===== config.mk =====
export PLATFORM = sky130hd
export DESIGN_NAME = rpn_ascii_parser
export DESIGN_NICKNAME = d
export VERILOG_FILES = /design/src/rtl/rpn_ascii_parser.sv
export SDC_FILE = /design/constraint.sdc
export NUM_CORES = 1
export LEC_CHECK = 0
export ABC_AREA = 1
export CORE_AREA = 10 10 90 92
export DETAILED_ROUTE_END_ITERATION = 12
export DIE_AREA = 0 0 100 102
export PLACE_DENSITY = 0.76
export RECOVER_POWER = 50
export SYNTH_ARGS = -nofsm -noshare
export SYNTH_HDL_FRONTEND = slang
export SYNTH_SLANG_ARGS = --single-unit

===== constraint.sdc =====
create_clock -name clk -period 4.26 [get_ports clk]
set_input_delay 0.852 -clock clk [delete_from_list [all_inputs] [get_ports clk]]
set_output_delay 0.852 -clock clk [all_outputs]
set_load 0.01 [all_outputs]

===== src/rtl/rpn_ascii_parser.sv =====
// ASCII front-end for the RPN stack calculator: parses decimal operands and
// operators, issues one-cycle apply commands, returns the result and drains the stack.
module rpn_ascii_parser #(
    parameter int unsigned WIDTH     = 8,
    parameter int unsigned DRAIN_MAX = 8
) (
    input  logic             clk,
    input  logic             reset,
    input  logic [7:0]       char_in,
    input  logic             char_valid,
    output logic             char_ready,
    output logic [WIDTH-1:0] calc_in,
    output logic [2:0]       calc_op,
    output logic             calc_apply,
    input  logic [WIDTH-1:0] calc_tail,
    input  logic             calc_valid,
    input  logic             calc_empty,
    output logic [WIDTH-1:0] result,
    output logic             result_valid,
    output logic             error
);

    localparam int unsigned AW = WIDTH + 4;
    localparam int unsigned CW = $clog2(DRAIN_MAX + 1);
    localparam logic [AW-1:0] ACC_MAX = {4'b0000, {WIDTH{1'b1}}};

    localparam logic [2:0] OP_PUSH = 3'd0;
    localparam logic [2:0] OP_POP  = 3'd1;

    typedef enum logic [3:0] {
        S_IDLE, S_NUM, S_PUSH, S_OPER, S_CHECK, S_RESULT, S_DRAIN, S_DCHECK, S_ERR
    } state_t;

    // What follows the CHECK of the command currently in flight
    typedef enum logic [1:0] {P_IDLE, P_OPER, P_RESULT} pend_t;

    state_t           r_state, w_state_nxt;
    pend_t            r_pend, w_pend_nxt;
    logic [AW-1:0]    r_acc, w_acc_nxt;
    logic [2:0]       r_op, w_op_nxt;
    logic [CW-1:0]    r_pop_cnt, w_pop_cnt_nxt;
    logic             r_calc_apply, w_calc_apply_nxt;
    logic [2:0]       r_calc_op, w_calc_op_nxt;
    logic [WIDTH-1:0] r_calc_in, w_calc_in_nxt;
    logic [WIDTH-1:0] r_result, w_result_nxt;
    logic             r_result_valid, w_result_valid_nxt;
    logic             r_error, w_error_nxt;
    logic             r_char_ready, w_char_ready_nxt;

    logic             w_is_digit;
    logic             w_is_op;
    logic [2:0]       w_op_code;
    logic [AW-1:0]    w_acc_mac;
    logic             w_acc_ovf;

    assign w_is_digit = (char_in >= 8'h30) && (char_in <= 8'h39);
    assign w_acc_mac  = (r_acc * AW'(10)) + AW'(char_in - 8'h30);
    assign w_acc_ovf  = (w_acc_mac > ACC_MAX);

    // Operator byte decode
    always_comb begin
        w_is_op   = 1'b1;
        w_op_code = 3'd0;
        case (char_in)
            8'h2B:   w_op_code = 3'd2;
            8'h2A:   w_op_code = 3'd3;
            8'h2D:   w_op_code = 3'd4;
            8'h2F:   w_op_code = 3'd5;
            8'h25:   w_op_code = 3'd6;
            default: w_is_op   = 1'b0;
        endcase
    end

    always_ff @(posedge clk) begin
        if (reset) begin
            r_state        <= S_IDLE;
            r_pend         <= P_IDLE;
            r_acc          <= '0;
            r_op           <= '0;
            r_pop_cnt      <= '0;
            r_calc_apply   <= 1'b0;
            r_calc_op      <= '0;
            r_calc_in      <= '0;
            r_result       <= '0;
            r_result_valid <= 1'b0;
            r_error        <= 1'b0;
            r_char_ready   <= 1'b1;
        end else begin
            r_state        <= w_state_nxt;
            r_pend         <= w_pend_nxt;
            r_acc          <= w_acc_nxt;
            r_op           <= w_op_nxt;
            r_pop_cnt      <= w_pop_cnt_nxt;
            r_calc_apply   <= w_calc_apply_nxt;
            r_calc_op      <= w_calc_op_nxt;
            r_calc_in      <= w_calc_in_nxt;
            r_result       <= w_result_nxt;
            r_result_valid <= w_result_valid_nxt;
            r_error        <= w_error_nxt;
            r_char_ready   <= w_char_ready_nxt;
        end
    end

    // Next state; command outputs are launched on the edge entering PUSH/OPER/DRAIN
    always_comb begin
        w_state_nxt        = r_state;
        w_pend_nxt         = r_pend;
        w_acc_nxt          = r_acc;
        w_op_nxt           = r_op;
        w_pop_cnt_nxt      = r_pop_cnt;
        w_calc_apply_nxt   = 1'b0;
        w_calc_op_nxt      = r_calc_op;
        w_calc_in_nxt      = r_calc_in;
        w_result_nxt       = r_result;
        w_result_valid_nxt = 1'b0;

        case (r_state)
            S_IDLE, S_NUM: begin
                if (char_valid) begin
                    if (w_is_digit) begin
                        if (w_acc_ovf) begin
                            w_state_nxt = S_ERR;
                        end else begin
                            w_acc_nxt   = w_acc_mac;
                            w_state_nxt = S_NUM;
                        end
                    end else if (char_in == 8'h20) begin
                        if (r_state == S_NUM) begin
                            w_state_nxt      = S_PUSH;
                            w_pend_nxt       = P_IDLE;
                            w_calc_apply_nxt = 1'b1;
                            w_calc_op_nxt    = OP_PUSH;
                            w_calc_in_nxt    = r_acc[WIDTH-1:0];
                            w_acc_nxt        = '0;
                        end
                    end else if (w_is_op) begin
                        w_op_nxt = w_op_code;
                        if (r_state == S_NUM) begin
                            w_state_nxt      = S_PUSH;
                            w_pend_nxt       = P_OPER;
                            w_calc_apply_nxt = 1'b1;
                            w_calc_op_nxt    = OP_PUSH;
                            w_calc_in_nxt    = r_acc[WIDTH-1:0];
                            w_acc_nxt        = '0;
                        end else begin
                            w_state_nxt      = S_OPER;
                            w_pend_nxt       = P_IDLE;
                            w_calc_apply_nxt = 1'b1;
                            w_calc_op_nxt    = w_op_code;
                        end
                    end else if (char_in == 8'h0A) begin
                        if (r_state == S_NUM) begin
                            w_state_nxt      = S_PUSH;
                            w_pend_nxt       = P_RESULT;
                            w_calc_apply_nxt = 1'b1;
                            w_calc_op_nxt    = OP_PUSH;
                            w_calc_in_nxt    = r_acc[WIDTH-1:0];
                            w_acc_nxt        = '0;
                        end else begin
                            w_state_nxt = S_RESULT;
                        end
                    end else begin
                        w_state_nxt = S_ERR;
                    end
                end
            end
            S_PUSH, S_OPER: w_state_nxt = S_CHECK;
            S_CHECK: begin
                if (!calc_valid) begin
                    w_state_nxt = S_ERR;
                end else begin
                    case (r_pend)
                        P_OPER: begin
                            w_state_nxt      = S_OPER;
                            w_pend_nxt       = P_IDLE;
                            w_calc_apply_nxt = 1'b1;
                            w_calc_op_nxt    = r_op;
                        end
                        P_RESULT: w_state_nxt = S_RESULT;
                        default:  w_state_nxt = S_IDLE;
                    endcase
                end
            end
            S_RESULT: begin
                if (calc_empty) begin
                    w_state_nxt = S_ERR;
                end else begin
                    w_result_nxt       = calc_tail;
                    w_result_valid_nxt = 1'b1;
                    w_state_nxt        = S_DRAIN;
                    w_calc_apply_nxt   = 1'b1;
                    w_calc_op_nxt      = OP_POP;
                    w_pop_cnt_nxt      = CW'(1);
                end
            end
            // Pop already launched on entry, which was gated by calc_empty=0
            S_DRAIN: w_state_nxt = calc_empty ? S_IDLE : S_DCHECK;
            S_DCHECK: begin
                if (calc_empty) begin
                    w_state_nxt = S_IDLE;
                end else if (!calc_valid || (r_pop_cnt == CW'(DRAIN_MAX))) begin
                    w_state_nxt = S_ERR;
                end else begin
                    w_state_nxt      = S_DRAIN;
                    w_calc_apply_nxt = 1'b1;
                    w_calc_op_nxt    = OP_POP;
                    w_pop_cnt_nxt    = r_pop_cnt + CW'(1);
                end
            end
            S_ERR:   w_state_nxt = S_ERR;
            default: w_state_nxt = S_ERR;
        endcase

        w_error_nxt      = r_error || (w_state_nxt == S_ERR);
        w_char_ready_nxt = (w_state_nxt == S_IDLE) || (w_state_nxt == S_NUM) ||
                           (w_state_nxt == S_ERR);
    end

    assign char_ready   = r_char_ready;
    assign calc_in      = r_calc_in;
    assign calc_op      = r_calc_op;
    assign calc_apply   = r_calc_apply;
    assign result       = r_result;
    assign result_valid = r_result_valid;
    assign error        = r_error;

endmodule


# After elaboration in Yosys (flattened, before gate mapping)

Index checks and enable logic that the tools add are counted.

Register bits after elaboration: 48
Bits of input ports: 21
Output and inout port bits: 23

Add/subtract/negate cells: 3
$mul: 1
$lt $le $gt $ge: 3
Equal/unequal tests: 30
Muxes and demuxes: 68
Bitwise operators: 4
Reductions and logical operators: 24

Operators by type and width:

| cell                                                                                | number |
|---|---|
| 12-bit 2-to-1 mux                                                                   | 6 |
| 4-bit 2-to-1 mux                                                                    | 14 |
| 8-bit by 6-bit == test with 1-bit output, second input constant                     | 6 |
| 3-bit 2-to-1 mux                                                                    | 14 |
| 8-bit 2-to-1 mux                                                                    | 4 |
| 4-bit one-hot mux with 6 select lines                                               | 1 |
| 2-bit 2-to-1 mux                                                                    | 9 |
| 4-bit by 3-bit == test with 1-bit output, second input constant                     | 4 |
| 2-bit inequality test, second input constant                                        | 8 |
| 3-bit one-hot mux with 5 select lines                                               | 1 |
| 1-bit 2-to-1 mux                                                                    | 14 |
| 12-bit adder                                                                        | 1 |
| 12-bit by 8-bit greater-than comparator with 1-bit output, second input constant    | 1 |
| 12-bit by 3-bit multiplier with 11-bit output, second input constant                | 1 |
| 3-bit one-hot mux with 4 select lines                                               | 1 |
| 4-bit AND reduction                                                                 | 3 |
| 9-bit AND reduction                                                                 | 1 |
| 8-bit by 6-bit subtractor with 9-bit output, second input constant                  | 1 |
| 4-bit by 1-bit == test with 1-bit output, second input constant                     | 2 |
| 4-bit by 2-bit == test with 1-bit output, second input constant                     | 2 |
| 4-bit == test, second input constant                                                | 2 |
| 8-bit by 4-bit == test with 1-bit output, second input constant                     | 1 |
| 8-bit by 6-bit greater-or-equal comparator with 1-bit output, second input constant | 1 |
| 8-bit by 6-bit less-or-equal comparator with 1-bit output, second input constant    | 1 |
| other kinds (22)                                                                    | 34 |

# Depth between registers and ports, before layout

Gate-level depths: netlist of the first run.

Word-level depth: 11
Depth in mapped cells: 24
Mapped depth without buffers: 23

# Worst setup path after synthesis of the first run

Ideal clock, no wire load.

Kind: register -> register
Start: register r_acc[1]
End: register r_acc[1]
Data arrival time: 2.990 ns
Required time: 4.129 ns
Setup slack: 1.139 ns
Cell stages (with the launch flop): 23
Buffers on the path: 1
Clock period less this slack: 3.121 ns
Path through: dfxtp_1 > ha_1 > ha_1 > fa_1 > nand3_1 > nand2_1 > nand2_1 > nand2_1 > a21oi_1 > xnor2_1 > ha_1 > nand2_1 > nor2_1 > and3_1 > nor2_1 > nand3_1 > nand2_1 > nand2_1 > nand2_1 > nand3_2 > buf_6 > nand2_1 > a21oi_1

Word-level cells in the longest chain between the ends: 5
Elaborated cells on any way between the ends: 10
Those cells by class: add/sub (1); mul (1); order compare (1); eq/ne (1); mux (5); reduce/logical (1)

RTL lines:

| what                                                                                           | line | RTL |
|---|---|---|
| from (decl)                                                                                    | 39   | `logic [AW-1:0] r_acc, w_acc_nxt;` |
| from (signal assigned)                                                                         | 91   | `r_acc <= w_acc_nxt;` |
| 12-bit by 3-bit multiplier with 11-bit output or 12-bit 2-to-1 mux (tied branches)             | --   |  |
| 12-bit adder or 12-bit 2-to-1 mux (tied branches)                                              | --   |  |
| 12-bit by 8-bit greater-than comparator with 1-bit output or 12-bit 2-to-1 mux (tied branches) | --   |  |
| 2-bit inequality test (no line) or 12-bit 2-to-1 mux (tied branches)                           | --   |  |
| 4-bit AND reduction (no line) or 12-bit 2-to-1 mux (tied branches)                             | --   |  |

Several ways; a longest one is shown, not always the timed one. The select of a mux whose other input is x is not followed.
A chain may end at the register's enable or synchronous reset.

# Final worst setup path of the first run

Start: register r_acc[1]
End: register r_acc[7]

Word-level cells in the longest chain between the ends: 5
Elaborated cells on any way between the ends: 7
Those cells by class: add/sub (1); mul (1); order compare (1); eq/ne (1); mux (2); reduce/logical (1)

RTL lines:

| what                                                      | line | RTL |
|---|---|---|
| 12-bit by 3-bit multiplier with 11-bit output *           | 57   | `assign w_acc_mac = (r_acc * AW'(10)) + AW'(char_in - 8'h30);` |
| 12-bit adder *                                            | 57   |  |
| 12-bit by 8-bit greater-than comparator with 1-bit output | 58   | `assign w_acc_ovf = (w_acc_mac > ACC_MAX);` |
| 2-bit inequality test (no line)                           | --   |  |
| 4-bit AND reduction (no line)                             | --   |  |

Every way passes the cells marked *; elsewhere a longest branch is shown, timed or not. The select of a mux whose other input is x is not followed.

==> results of run 1 <==
critical path, stage by stage, from the launching register on:
cell and delay (ps):
dfxtp_1 450, ha_1 270, ha_1 240, fa_1 420, nand3_1 90, nand2_1 80, nand2_1 60, nand2_1 50
a21oi_1 150, xnor2_1 170, ha_1 300, nand2_1 100, nor2_1 60, and3_1 160, nor2_1 150, nand3_1 90
nand2_1 110, nand2_1 80, nand2_1 70, nand3_2 190, nand2_1 120, a21oi_1 70
layer usage:
metal  share of wire  vias up  global-route usage
met2            0.50       52               0.295
met5               0        -                   0
met3           0.034       16              0.0290
met4           0.016        0              0.0543
met1            0.45     1486               0.196
li1                -     1708                   -
state kept, by name, summed over array words and instances, names as in the netlist, 2 cells and up:
name       count
result         8
r_state        4
calc_in        8
r_pop_cnt      4
r_acc         11
r_op           3
r_pend         2
calc_op        3
kinds of logic (layout without fill, tap and decap cells):
family	count (synthesis)	after routing
flops	47	47
simple gates	243	243
fa+ha+maj	35	35
buf+inv	87	131
xor+xnor	13	13
compound gates	76	76
layout by cell type (no fill, tap or decap), types with 3 or more instances in the layout:
cell | Yosys | layout
nand4_1 | 12 | 12
dfxtp_1 | 47 | 47
nor2_1 | 40 | 41
clkbuf_8 | 0 | 5
nor2_4 | 4 | 4
a21oi_2 | 3 | 3
clkdlybuf4s50_1 | 0 | 18
ha_1 | 33 | 33
nand2_1 | 122 | 122
dlygate4sd3_1 | 0 | 25
inv_1 | 72 | 72
nand2_2 | 5 | 5
nor2_2 | 4 | 3
xor2_1 | 8 | 8
a21oi_1 | 39 | 39
inv_2 | 5 | 5
nand3_1 | 37 | 37
xnor2_1 | 5 | 5
nand3b_1 | 3 | 3
o21ai_0 | 20 | 20
nor3_1 | 4 | 4
power by group through the flow:
stage / Combinational, uW / Clock (uW) / Sequential (uW)
2_1_floorplan: 79.3 / 0 / 460
3_3_place_gp: 132 / 0 / 459
3_5_place_dp: 134 / 0 / 459
4_1_cts: 135 / 391 / 449
5_1_grt: 148 / 407 / 449
6_report: 133 / 386 / 448
cell type report:
class                   instances  share of cell area
clock inverters                 2              0.0149
multi-input cells             367               0.528
well taps                      77              0.0239
inverters                      79              0.0744
flip-flops and latches         47               0.233
repair buffers                 44               0.108
clock buffers                   6              0.0180
through the flow:
step / area (um^2) / power, uW / hold slack, ps / setup slack (ps) / instances
final: 4040 / 967 / 444 / 629 / 622
after global routing: 4040 / 1000 / 471 / 309 / 622
after CTS: 4040 / 974 / 451 / 662 / 622
after detailed placement: 3910 / 592 / 437 / 632 / 614
after global placement: 3910 / 591 / 436 / 679 / 614
after floorplan: 3420 / 539 / 420 / 1140 / 501
worst paths after layout:
| path | startpoint | end | slack, ps | depth (start not counted) |
|---|---|---|---|---|
| max | r_acc[1] | r_acc[7] | 630 | 21 |
| min | calc_in[2] | calc_in[2] | 440 | 2 |
| max reg2reg | r_acc[1] | r_acc[7] | 630 | 21 |
| min reg2reg | calc_in[2] | calc_in[2] | 440 | 2 |
==> impl_metrics.env, run 1 <==
export IMPL_total_leakage_power_uw=0.00202
export IMPL_synth_adder_area_share=0.132
export IMPL_htree_num_levels=2
export IMPL_detailedRoute_firstIterationViolations=147
export IMPL_synth_top_cells_by_count="nand2_1, inv_1, dfxtp_1"
export IMPL_seq_power_share=0.463
export IMPL_multi_input_area_um2=2130
export IMPL_clock_sinks=47
export IMPL_total_of_warnings_raised_by_yosys=0
export IMPL_synth_ff_type="dfxtp_1"
export IMPL_ant_nets=0
export IMPL_final_core_util=0.643
export IMPL_required_time_at_the_worst_slack_endpoint_ps=4400
export IMPL_yosysMostFrequentCell="nand2_1"
export IMPL_drt_drc_violations_left=0
export IMPL_max_cap_violations=0
export IMPL_grt_first_pass_wirelength_mm=14.1
export IMPL_ys_seq_elements=47
export IMPL_post_synth_top_area_fraction=0.275
export IMPL_crit_type="reg -> reg"
export IMPL_least_margin_pin_slew_ps=982
export IMPL_hold_class="reg -> reg"
export IMPL_clockBufferDepth=2
export IMPL_design_die_area_um2=10200
export IMPL_clkLatencyLatePin_ps=300
export IMPL_ctsResizeCount=0
export IMPL_timing_final_setup_violations=0
export IMPL_core_um2=6280
export IMPL_num_rows=29
export IMPL_slew_viol_final=0
export IMPL_post_route_period_util=0.852
export IMPL_rsz0062_at_grt="false"
export IMPL_antenna_found_initial=0
export IMPL_start_util=0.546
export IMPL_cell_area_after_synthesis_um2=3420
export IMPL_cts_reportedPaths_clkPinSlew_ps=90
export IMPL_achievable_frequency_mhz=275
export IMPL_routabilityCongestion=0.932
export IMPL_grt_overflow=0
export IMPL_die_h_um=102
export IMPL_time_the_final_worst_path_needs_with_i_o_delays_and_setup_ps=3630
export IMPL_hold_violations=0
export IMPL_detail_route_vias_per_cell=5.24
export IMPL_timing_critical_path_fanout_max=11
export IMPL_power_share_switching=0.244
export IMPL_num_antenna_cells=0
export IMPL_synth_nets=557
export IMPL_netSwitchingPower_uw=236
export IMPL_cts_setup_buffers=0
export IMPL_grt_max_degree=27
export IMPL_vias=3262
export IMPL_synth_simple_gate_area_share=0.333
export IMPL_cts_hold_buf=0
export IMPL_clock_tree_root_cell="clkbuf_8"
export IMPL_routed_wire_length_per_instance_um=13.7
export IMPL_timing_critical_path_to_type="flop"
export IMPL_place_port_buffers=43
export IMPL_cell_type_with_the_highest_aggregate_area_in_the_netlist="dfxtp_1"
export IMPL_seq_area_um2=941
export IMPL_mux_share_of_post_synthesis_cell_area=0
export IMPL_first_global_vias=3087
export IMPL_synth_compound_gate_area_share=0.125
export IMPL_p_clk_frac=0.399
export IMPL_dp_final_hpwl_mm=6.98
export IMPL_post_synth_cell_area_avg_um2=6.84
export IMPL_worst_setup_path_start_kind="flop"
export IMPL_vdd_drop_max_v=0.000230
export IMPL_synth_cell_types=46
export IMPL_max_slew_margin=0.345
export IMPL_tritoncts_num_buffers=5
export IMPL_comb_power_share=0.137
export IMPL_die_width_um=100
export IMPL_synth_area_leaders="dfxtp_1, nand2_1, ha_1"
export IMPL_synth_async_sr_flop_share=0
export IMPL_critPathArrivalTime_ps=3770
export IMPL_route_final_wire_length_mm=8.54
export IMPL_synthXorXnorAreaFrac=0.0332
export IMPL_drt_pass1_iter_count=4
export IMPL_grt_util_all_layers=0.165
export IMPL_fin_tns_setup_ps=0
export IMPL_nFillCells=574
export IMPL_tritoncts_clock_tree="done"
export IMPL_finalNetCount=600
export IMPL_status="completed"
export IMPL_design_portCount=44
export IMPL_yosysSeqAreaShare=0.275
export IMPL_netlist_instances=501
export IMPL_syn_to_final_growth_pct=17.9
export IMPL_pwr_density_cell_nw_per_um2=240
export IMPL_cellInternalPower_uw=731
export IMPL_post_route_cells_drive_above_1_share=0.0734
export IMPL_final_setup_skew_ps=5.70
export IMPL_synth_top_family_by_area="simple AND/OR/NAND/NOR gates"
export IMPL_number_of_enable_flip_flop_cells_after_synthesis=0
Note: power is estimated with default switching activity, not from simulation.
==> run 2, diff against run 1 <==
ABC_CLOCK_PERIOD_IN_PS = 4260   (was not set)
MAX_ROUTING_LAYER = met4   (was not set)
==> run 2 against run 1 <==
Compared with the run above: die area stayed put; total power down 6.3%; clock power down 16%; clock skew grew 3.6 ps; sequential power about the same; critical path depth stayed put; first-iteration DRC count is 19% higher; clock-buffer cell count is 1 lower; via count up 1.2%; flip-flop and latch count did not move; cell area shrank 0.50%; sequential share of layout area is 0.12 points higher; critical path type unchanged; highest routed layer unchanged.
==> impl_metrics.env, run 2 (same netlist as run 1, synthesis figures left out) <==
export IMPL_critPathArrivalTime_ps=3790
export IMPL_drt_pass1_iter_count=5
export IMPL_design_die_area_um2=10200
export IMPL_grt_first_pass_wirelength_mm=13.8
export IMPL_timing_final_setup_violations=0
export IMPL_ant_nets=0
export IMPL_clkLatencyLatePin_ps=300
export IMPL_nFillCells=574
export IMPL_tritoncts_num_buffers=5
export IMPL_crit_reg2reg_launch="r_acc[1]"
export IMPL_detail_route_vias_per_cell=5.31
export IMPL_start_util=0.546
export IMPL_detailedRoute_firstIterationViolations=175
export IMPL_cts_setup_buffers=0
export IMPL_achievable_frequency_mhz=273
export IMPL_most_common_layout_cells="nand2_1, inv_1, dfxtp_1, nor2_1, a21oi_1"
export IMPL_fin_tns_setup_ps=0
export IMPL_min_path_cells=2
export IMPL_hold_class="reg -> reg"
export IMPL_max_slew_margin=0.319
export IMPL_place_port_buffers=43
export IMPL_slew_viol_final=0
export IMPL_power_after_layout_uw=907
export IMPL_die_width_um=100
export IMPL_largest_register_ff_count=11
export IMPL_crit_type="reg -> reg"
export IMPL_route_final_wire_length_mm=8.54
export IMPL_status="completed"
export IMPL_pre_cts_ws_ps=611
export IMPL_total_leakage_power_uw=0.00201
export IMPL_timing_critical_path_fanout_max=11
export IMPL_design_portCount=44
export IMPL_htree_num_levels=2
export IMPL_die_h_um=102
export IMPL_finalNetCount=600
export IMPL_cts_reportedPaths_clkPinSlew_ps=90
export IMPL_least_margin_pin_slew_ps=1020
export IMPL_grt_util_all_layers=0.168
export IMPL_grt_overflow=0
export IMPL_core_um2=6280
export IMPL_required_time_at_the_worst_slack_endpoint_ps=4390
export IMPL_drt_drc_violations_left=0
export IMPL_fin_ws_ps=600
export IMPL_post_route_period_util=0.859
export IMPL_vias=3300
export IMPL_setup_reg_to_reg_worst_slack_ps=600
export IMPL_worst_setup_path_start_kind="flop"
export IMPL_time_the_final_worst_path_needs_with_i_o_delays_and_setup_ps=3660
export IMPL_tritoncts_clock_tree="done"
export IMPL_ctsResizeCount=0
export IMPL_reg2reg_to="r_acc[5]"
export IMPL_routed_wire_length_per_instance_um=13.7
export IMPL_grt_max_degree=27
export IMPL_vdd_drop_max_v=0.000175
export IMPL_final_setup_skew_ps=9.26
export IMPL_clockBufferDepth=2
export IMPL_clock_tree_root_cell="clkbuf_8"
export IMPL_placed_area_um2=3910
export IMPL_routabilityCongestion=0.945
export IMPL_syn_to_final_growth_pct=17.3
export IMPL_hold_violations=0
export IMPL_dp_final_hpwl_mm=6.95
export IMPL_largest_register="r_acc"
export IMPL_num_rows=29
export IMPL_post_route_cells_drive_above_1_share=0.0752
export IMPL_first_global_vias=3022
export IMPL_antenna_found_initial=0
export IMPL_cts_hold_buf=0
export IMPL_layout_cells_most_common="nand2_1"
export IMPL_timing_critical_path_to_type="flop"
export IMPL_rsz0062_at_grt="false"
export IMPL_r2r_worst_path_cells=21
export IMPL_clock_sinks=47
export IMPL_holdCritStartpoint="calc_in[2]"
export IMPL_hold_end="calc_in[2]"
export IMPL_pwr_density_cell_nw_per_um2=226
export IMPL_layout_cell_area_non_filler_um2=4020
export IMPL_max_cap_violations=0
export IMPL_num_antenna_cells=0
-- run 2: area by class of cell --
class	instances	area (um^2)	share of cell area
inverter	79	300	0.0748
sequential	47	941	0.234
tap	77	96.3	0.0240
clock buffer	5	68.8	0.0171
timing repair buffer	44	434	0.108
clock inverter	3	43.8	0.0109
multi-input combinational	367	2130	0.531
-- run 2: how the worst max path moves through the flow --
stage,end,from
global placement,r_acc[0],char_in[5]
CTS,r_acc[5],r_acc[1]
detailed placement,r_acc[1],char_in[5]
floorplan,r_acc[1],r_acc[1]
finish,r_acc[5],r_acc[1]
global route,r_acc[1],r_acc[1]
-- run 2: power by group --
| group | internal [uW] | switching (uW) |
|---|---|---|
| Sequential | 445 | 3.68 |
| Clock | 175 | 151 |
| Combinational | 51.9 | 80.4 |
-- run 2: per-layer routing --
metal | vias up | global-route usage | wire length (um)
li1 | 1712 | - | -
met5 | - | - | 0
met3 | 18 | 0.0304 | 315
met4 | 0 | 0.0641 | 169
met2 | 68 | 0.289 | 4380
met1 | 1502 | 0.191 | 3680
-- run 2: through the flow --
stage | hold slack (ps) | instances | utilization
detailed placement | 437 | 614 | 0.623
floorplan | 420 | 501 | -
finish | 444 | 622 | 0.640
CTS | 451 | 622 | 0.641
global placement | 436 | 614 | 0.623
global route | 470 | 622 | 0.640
-- run 2: worst max-delay path: stages, from the launching register on --
cell,delay [ps]
dfxtp_1,460
ha_1,270
ha_1,240
fa_1,410
nand3_1,90
nand2_1,80
nand2_1,60
nand2_1,50
a21oi_1,140
xnor2_1,180
ha_1,310
nand2_1,90
nor2_1,60
and3_1,160
nor2_1,140
nand3_1,90
nand2_1,110
nand2_1,80
nand2_1,70
nand3_2,200
nand2_1,130
a21oi_1,70
==> run 3, diff against run 2 <==
CTS_CLUSTER_DIAMETER = 80   (was not set)
==> results of run 3 <==
No change in the layout: final DEF, timing and power equal those of run 2.
